`src/rtl/acc_pkg.sv`:
```
// acc_pkg: shared op codes, state encoding and saturation limits for the
// accumulator core and its sequential multiplier.
package acc_pkg;

  // Operation codes presented on the op port
  localparam logic [3:0] OP_NOP = 4'd0;
  localparam logic [3:0] OP_LDI = 4'd1;
  localparam logic [3:0] OP_ADD = 4'd2;
  localparam logic [3:0] OP_SUB = 4'd3;
  localparam logic [3:0] OP_AND = 4'd4;
  localparam logic [3:0] OP_OR  = 4'd5;
  localparam logic [3:0] OP_SLL = 4'd6;
  localparam logic [3:0] OP_OUT = 4'd7;
  localparam logic [3:0] OP_MUL = 4'd8;
  localparam logic [3:0] OP_CLR = 4'd9;

  // Control state encoding; any other value is treated as illegal
  localparam logic [1:0] ST_IDLE = 2'd0;
  localparam logic [1:0] ST_MUL  = 2'd1;

  // Largest positive two's-complement value of a w-bit word (0111..1)
  function automatic logic [31:0] sat_max(input int unsigned w);
    return (32'h1 << (w - 1)) - 32'h1;
  endfunction

  // Most negative two's-complement value of a w-bit word (1000..0)
  function automatic logic [31:0] sat_min(input int unsigned w);
    return 32'h1 << (w - 1);
  endfunction

endpackage

```
`src/rtl/acc_mul_seq.sv`:
```
// acc_mul_seq: shift-add unsigned multiplier. Loads on start, then runs
// exactly WIDTH iterations; fin is high during the last one and product
// carries the completed low WIDTH bits in that same cycle.
module acc_mul_seq
  import acc_pkg::*;
#(
  parameter int WIDTH = 16,
  parameter int SHW   = $clog2(WIDTH)
) (
  input  logic             clk,
  input  logic             rst,
  input  logic             start,
  input  logic [WIDTH-1:0] mcand_in,
  input  logic [WIDTH-1:0] mplier_in,
  output logic             busy,
  output logic             fin,
  output logic [WIDTH-1:0] product
);

  logic [WIDTH-1:0] mcand;
  logic [WIDTH-1:0] mplier;
  logic [WIDTH-1:0] partial;
  logic [WIDTH-1:0] addend;
  logic [WIDTH-1:0] sum;
  logic [SHW-1:0]   cnt;
  logic             last;

  assign addend  = mplier[0] ? mcand : '0;
  assign sum     = partial + addend;
  assign last    = (cnt == SHW'(WIDTH - 1));
  assign fin     = busy && last;
  // The final iteration's sum is the result, so the core can capture it on
  // the same edge that ends the run.
  assign product = sum;

  // Control: busy flag and iteration counter
  always_ff @(posedge clk) begin
    if (rst) begin
      busy <= 1'b0;
      cnt  <= '0;
    end else if (start) begin
      busy <= 1'b1;
      cnt  <= '0;
    end else if (busy) begin
      if (last) begin
        busy <= 1'b0;
      end
      cnt <= cnt + 1'b1;
    end
  end

  // Datapath: operand load and one shift-add step per busy cycle
  always_ff @(posedge clk) begin
    if (start) begin
      mcand   <= mcand_in;
      mplier  <= mplier_in;
      partial <= '0;
    end else if (busy) begin
      partial <= sum;
      mcand   <= mcand << 1;
      mplier  <= mplier >> 1;
    end
  end

endmodule

```
`src/rtl/acc_core_p.sv`:
```
// acc_core_p: WIDTH-bit accumulator with valid/ready op interface, single-cycle
// ALU ops, a sequential multiply, status flags and a registered Output latch.
// Build option: define ACC_SAT_EN to make ADD/SUB saturate as signed values
// (default build wraps modulo 2^WIDTH).
module acc_core_p
  import acc_pkg::*;
#(
  parameter int WIDTH = 16,
  parameter int SHW   = $clog2(WIDTH)
) (
  input  logic             CLK,
  input  logic             reset,
  input  logic [WIDTH-1:0] IOIn,
  input  logic [3:0]       op,
  input  logic             op_valid,
  output logic             op_ready,
  output logic             done,
  output logic [WIDTH-1:0] Output,
  output logic [WIDTH-1:0] acc_q,
  output logic             flag_z,
  output logic             flag_n,
  output logic             flag_c
);

  logic [1:0]       state;
  logic [1:0]       state_nxt;
  logic             accept;
  logic             mul_start;
  logic             mul_busy;
  logic             mul_fin;
  logic [WIDTH-1:0] mul_prod;

  logic [WIDTH-1:0] acc;
  logic [WIDTH-1:0] acc_nxt;
  logic             c_nxt;
  logic             out_we;
  logic [WIDTH:0]   sum_w;
  logic [WIDTH-1:0] diff;
  logic [WIDTH:0]   shl_w;
  logic [WIDTH-1:0] add_res;
  logic [WIDTH-1:0] sub_res;

  assign sum_w = {1'b0, acc} + {1'b0, IOIn};
  assign diff  = acc - IOIn;
  // Bit WIDTH of the widened shift is the last bit pushed out of the word;
  // it is naturally 0 for a zero shift amount.
  assign shl_w = {1'b0, acc} << IOIn[SHW-1:0];

`ifdef ACC_SAT_EN
  localparam logic [WIDTH-1:0] SAT_MAX = WIDTH'(sat_max(WIDTH));
  localparam logic [WIDTH-1:0] SAT_MIN = WIDTH'(sat_min(WIDTH));

  logic signed [WIDTH-1:0] acc_s;
  logic signed [WIDTH-1:0] opnd_s;

  assign acc_s  = acc;
  assign opnd_s = IOIn;

  // On signed overflow the true result lies beyond the limit on the side of a's sign
  function automatic logic [WIDTH-1:0] clamp(input logic ovf,
                                              input logic signed [WIDTH-1:0] a,
                                              input logic [WIDTH-1:0] r);
    if (!ovf) return r;
    return a[WIDTH-1] ? SAT_MIN : SAT_MAX;
  endfunction

  function automatic logic [WIDTH-1:0] sat_add(input logic signed [WIDTH-1:0] a,
                                                input logic signed [WIDTH-1:0] b,
                                                input logic [WIDTH-1:0] r);
    return clamp((a[WIDTH-1] == b[WIDTH-1]) && (r[WIDTH-1] != a[WIDTH-1]), a, r);
  endfunction

  function automatic logic [WIDTH-1:0] sat_sub(input logic signed [WIDTH-1:0] a,
                                                input logic signed [WIDTH-1:0] b,
                                                input logic [WIDTH-1:0] r);
    return clamp((a[WIDTH-1] != b[WIDTH-1]) && (r[WIDTH-1] != a[WIDTH-1]), a, r);
  endfunction

  assign add_res = sat_add(acc_s, opnd_s, sum_w[WIDTH-1:0]);
  assign sub_res = sat_sub(acc_s, opnd_s, diff);
`else
  assign add_res = sum_w[WIDTH-1:0];
  assign sub_res = diff;
`endif

  // FSM state register
  always_ff @(posedge CLK) begin
    if (reset) begin
      state <= ST_IDLE;
    end else begin
      state <= state_nxt;
    end
  end

  // FSM next state; MUL also falls back to IDLE if the multiplier is not running
  always_comb begin
    state_nxt = ST_IDLE;
    case (state)
      ST_IDLE: state_nxt = mul_start ? ST_MUL : ST_IDLE;
      ST_MUL:  state_nxt = (mul_busy && !mul_fin) ? ST_MUL : ST_IDLE;
      default: state_nxt = ST_IDLE;
    endcase
  end

  // FSM outputs: handshake and multiplier launch
  always_comb begin
    op_ready  = (state == ST_IDLE);
    accept    = op_valid && op_ready;
    mul_start = accept && (op == OP_MUL);
  end

  // Single-cycle ALU result and carry for the op being offered
  always_comb begin
    acc_nxt = acc;
    c_nxt   = flag_c;
    out_we  = 1'b0;
    case (op)
      OP_LDI: acc_nxt = IOIn;
      OP_ADD: begin
        acc_nxt = add_res;
        c_nxt   = sum_w[WIDTH];
      end
      OP_SUB: begin
        acc_nxt = sub_res;
        c_nxt   = (acc >= IOIn);
      end
      OP_AND: acc_nxt = acc & IOIn;
      OP_OR:  acc_nxt = acc | IOIn;
      OP_SLL: begin
        acc_nxt = shl_w[WIDTH-1:0];
        c_nxt   = shl_w[WIDTH];
      end
      OP_OUT: out_we = 1'b1;
      OP_CLR: begin
        acc_nxt = '0;
        c_nxt   = 1'b0;
      end
      default: ;
    endcase
  end

  acc_mul_seq #(
    .WIDTH (WIDTH),
    .SHW   (SHW)
  ) u_mul (
    .clk       (CLK),
    .rst       (reset),
    .start     (mul_start),
    .mcand_in  (acc),
    .mplier_in (IOIn),
    .busy      (mul_busy),
    .fin       (mul_fin),
    .product   (mul_prod)
  );

  // Architectural registers: accumulator, carry, Output latch and done pulse
  always_ff @(posedge CLK) begin
    if (reset) begin
      acc    <= '0;
      Output <= '0;
      flag_c <= 1'b0;
      done   <= 1'b0;
    end else begin
      done <= (accept && (op != OP_MUL)) || mul_fin;
      if (mul_fin) begin
        acc <= mul_prod;
      end else if (accept) begin
        acc    <= acc_nxt;
        flag_c <= c_nxt;
        if (out_we) begin
          Output <= acc;
        end
      end
    end
  end

  assign acc_q  = acc;
  assign flag_z = (acc == '0);
  assign flag_n = acc[WIDTH-1];

endmodule

```
`config.mk`:
```
export PLATFORM = sky130hd
export DESIGN_NAME = acc_core_p
export DESIGN_NICKNAME = d
export VERILOG_FILES = /design/src/rtl/acc_pkg.sv /design/src/rtl/acc_mul_seq.sv /design/src/rtl/acc_core_p.sv
export SDC_FILE = /design/constraint.sdc
export NUM_CORES = 1
export LEC_CHECK = 0
export CAP_MARGIN = 20
export CORE_MARGIN = 2
export CORE_UTILIZATION = 29
export CTS_BUF_LIST = sky130_fd_sc_hd__clkbuf_8
export DETAILED_ROUTE_END_ITERATION = 10
export GPL_ROUTABILITY_DRIVEN = 0
export PLACE_DENSITY = 0.53
export SLEW_MARGIN = 25
export SYNTH_ARGS = -nofsm -noshare
export SYNTH_HDL_FRONTEND = slang
export SYNTH_SLANG_ARGS = --single-unit
```
`constraint.sdc`:
```
create_clock -name CLK -period 4.65 [get_ports CLK]
set_input_delay 0.93 -clock CLK [delete_from_list [all_inputs] [get_ports CLK]]
set_output_delay 0.93 -clock CLK [all_outputs]
set_load 0.03 [all_outputs]
```
==> results by group <==
Outcome
  – Status: finished clean

STA
  – Final Hold Fails: 0
  – Skew final: 0.0153 ns
  – Final setup viols: 0
  – Post-route clock period utilization: 0.792
  – RSZ-0062 raised after global routing: no
  – Fin Setup TNS: 0 ns
  – Worst-margin pin slew: 0.871 ns
  – Fin crit period: 3.68 ns
  – Slew Viols, Final: 0
  – Achievable clock frequency: 272 MHz
  – Max_slew headroom: 0.419

Floorplanning
  – Initial Util: 0.293
  – # IOs: 60
  – Die H: 168 microns
  – Rows: 60
  – CORE AREA: 0.0267 sq mm
  – DIE AREA: 0.0284 sq mm
  – Die Wd: 168 microns

Detailed routing
  – Overall routed net length: 27.0 mm
  – Top sig layer: met4
  – Met1 Routed Length: 12.1 mm
  – Routed wire length on met3: 1.64 mm
  – Wire per inst: 20.6 microns
  – Initial DRT Pass Iterations: 6
  – Number of DRC markers in iteration 0: 728
  – Via-to-Cell Ratio: 5.57
  – Drc violations: 0
  – Antenna Nets Post-Route: 0
  – Met2 WL: 12.6 mm
  – Via count: 7,300

Synth
  – Post-synth EDFFs: 32
  – Ys Warns: 0
  – Yosys top cell area share: 0.143
  – Yosys reg bits: 88
  – Synth cell count leaders: nor2_1, a21oi_1, ha_1
  – Synth top area cells: dfxtp_1, edfxtp_1, ha_1
  – Ys async rst share: 0
  – Mapped Cells: 926
  – Distinct cells, synth: 81
  – Syn Nets: 1,020
  – Most common cell in the synthesized netlist: nor2_1
  – Leading area contributor after synthesis: dfxtp_1
  – Post-synth top flop: dfxtp_1
  – Synth Cell Area: 0.00784 sq mm
  – Average size of a mapped cell: 8.46 sq um
  – Seq/Total Area, Yosys: 0.266

Clocking
  – Clock latency on the worst-skew pair: 0.39 ns
  – Root buf cell: clkbuf_8
  – Number of clock sinks: 88
  – Post-CTS Setup Inserts: 0
  – Clock buffer depth: 2
  – Clock transition at the registers of the reported paths: 0.10 ns
  – Num CTS Buffers: 9
  – CTS Hold Bufs: 0
  – TritonCTS clock tree: yes
  – Resized Gates After CTS: 0
  – H-tree Lvls: 3

Finish
  – Filler cells: 2,797
  – Area grow syn2layout: 15.1%
  – Final instance area: 0.00902 sq mm
  – Non-filler cells, final: 1,310
  – Layout net count: 1,058
  – Layout cells sized above 1: 0.112
  – Final core utilization: 0.338
  – Inserted Diodes: 0

Power and ir drop
  – Power consumption: 2600 uW
  – Max VDD drop: 0.135 mV
  – Leak pwr: 0.00338 uW
  – Power Dens Cells: 288 mW/mm^2

Job
  – Max-cap viol count: 0

Hold path
  – Worst hold start: Output[0]
  – Hold/Removal Path Class: reg -> reg

Setup path
  – Reg-to-Reg Start: acc_q[8]
  – CP Capture Type: register
  – Crit-path cells: clkdlybuf4s50_1 > clkinv_1 > fa_1 > nor2b_1 > o311ai_2 > a21oi_2 > a21bo_1 > a21boi_0 > a21boi_0 > o21ai_0 > a311oi_1
  – CP Launch Point: IOIn[1]
  – CP Data Required Time: 4.88 ns
  – CP max stage delay: 0.56 ns
  – Crit path kind: in -> reg
  – Crit-path slowest cell: fa_1
  – Startpoint Class: input port
  – CP top delay family: compound AO/OA/AOI/OAI gates
  – Buf/Inv on CP: 2
  – Most frequent CP cell: a21boi_0
  – CP max FO: 9
  – Crit path DAT: 3.92 ns

GRT
  – Tot GR Track Use: 0.190
  – Vias in the first global route: 7,075
  – Antenna violations before repair: 0
  – First-pass GRT wire length: 42.3 mm
  – GR Overflow Total: 0
  – Pin count of the biggest net entering global routing: 44

Place
  – Port bufs: 59
  – DP HPWL: 20.0 mm
  – Post-Place Cells: 1,294
  – Placed Area: 0.00878 sq mm
area by class of cell:
| type | count | area (sq um) | share of cell area |
|---|---|---|---|
| multi-input cells | 711 | 5220 | 0.579 |
| flip-flops and latches | 88 | 2080 | 0.231 |
| repair buffers | 90 | 818 | 0.0907 |
| well taps | 341 | 427 | 0.0473 |
| inverters | 64 | 240 | 0.0266 |
| clock buffers | 10 | 138 | 0.0153 |
| clock inverters | 6 | 97.6 | 0.0108 |
sequential cells by signal (all words and copies together) (netlist names), 4 cells and up:
| register | cells |
|---|---|
| u_mul.partial | 16 |
| Output | 16 |
| u_mul.mplier | 16 |
| u_mul.cnt | 4 |
| acc_q | 16 |
| u_mul.mcand | 16 |
placed cells by master (no fill, tap or decap), drive strengths merged, types with 30 or more instances in the layout:
cell type,count
clkdlybuf4s50,58
mux2i,48
mux2,30
a21oi,76
o21ai,30
edfxtp,32
inv,64
buf,32
nor2,94
dfxtp,56
ha,68
nand2,61
routing by layer:
metal  GRT usage  up-vias
met5           0        -
met4      0.0558        0
met3      0.0249       43
met2       0.312      295
li1            -     3444
met1       0.262     3518
per-stage QoR:
stage               hold WS [ns]  setup WS [ns]
finish                     0.502          0.967
global route               0.526          0.742
CTS                        0.503          0.990
detailed placement         0.480          0.575
global placement           0.475          0.648
floorplan                  0.465           1.28
logic make-up after synthesis:
logic type                 share of synthesized area
AOI/OAI and AO/OA                              0.211
buffers and inverters                         0.0695
muxes                                          0.130
DFF                                            0.266
adders and majority gates                      0.116
and+or+nand+nor                                0.182
xor gates and xnor gates                      0.0257
tightest hold or removal path: cells and delay by family (launching register included):
family	cells	cell delay, ns
flops	1	0.34
simple gates	1	0.07
mux	1	0.06
path summary, 6_finish.rpt:
kind          endpoint  slack, ns  depth (start not counted)
max             flag_c       0.97                         11
min          Output[0]       0.50                          2
max reg2reg  acc_q[15]       1.24                         10
min reg2reg  Output[0]       0.50                          2
where the power goes:
part           total (uW)  internal [uW]  switching (uW)
registers             961            882            79.3
clock network         669            327             342
logic                 971            383             589
(Power assumes the default switching activity.)
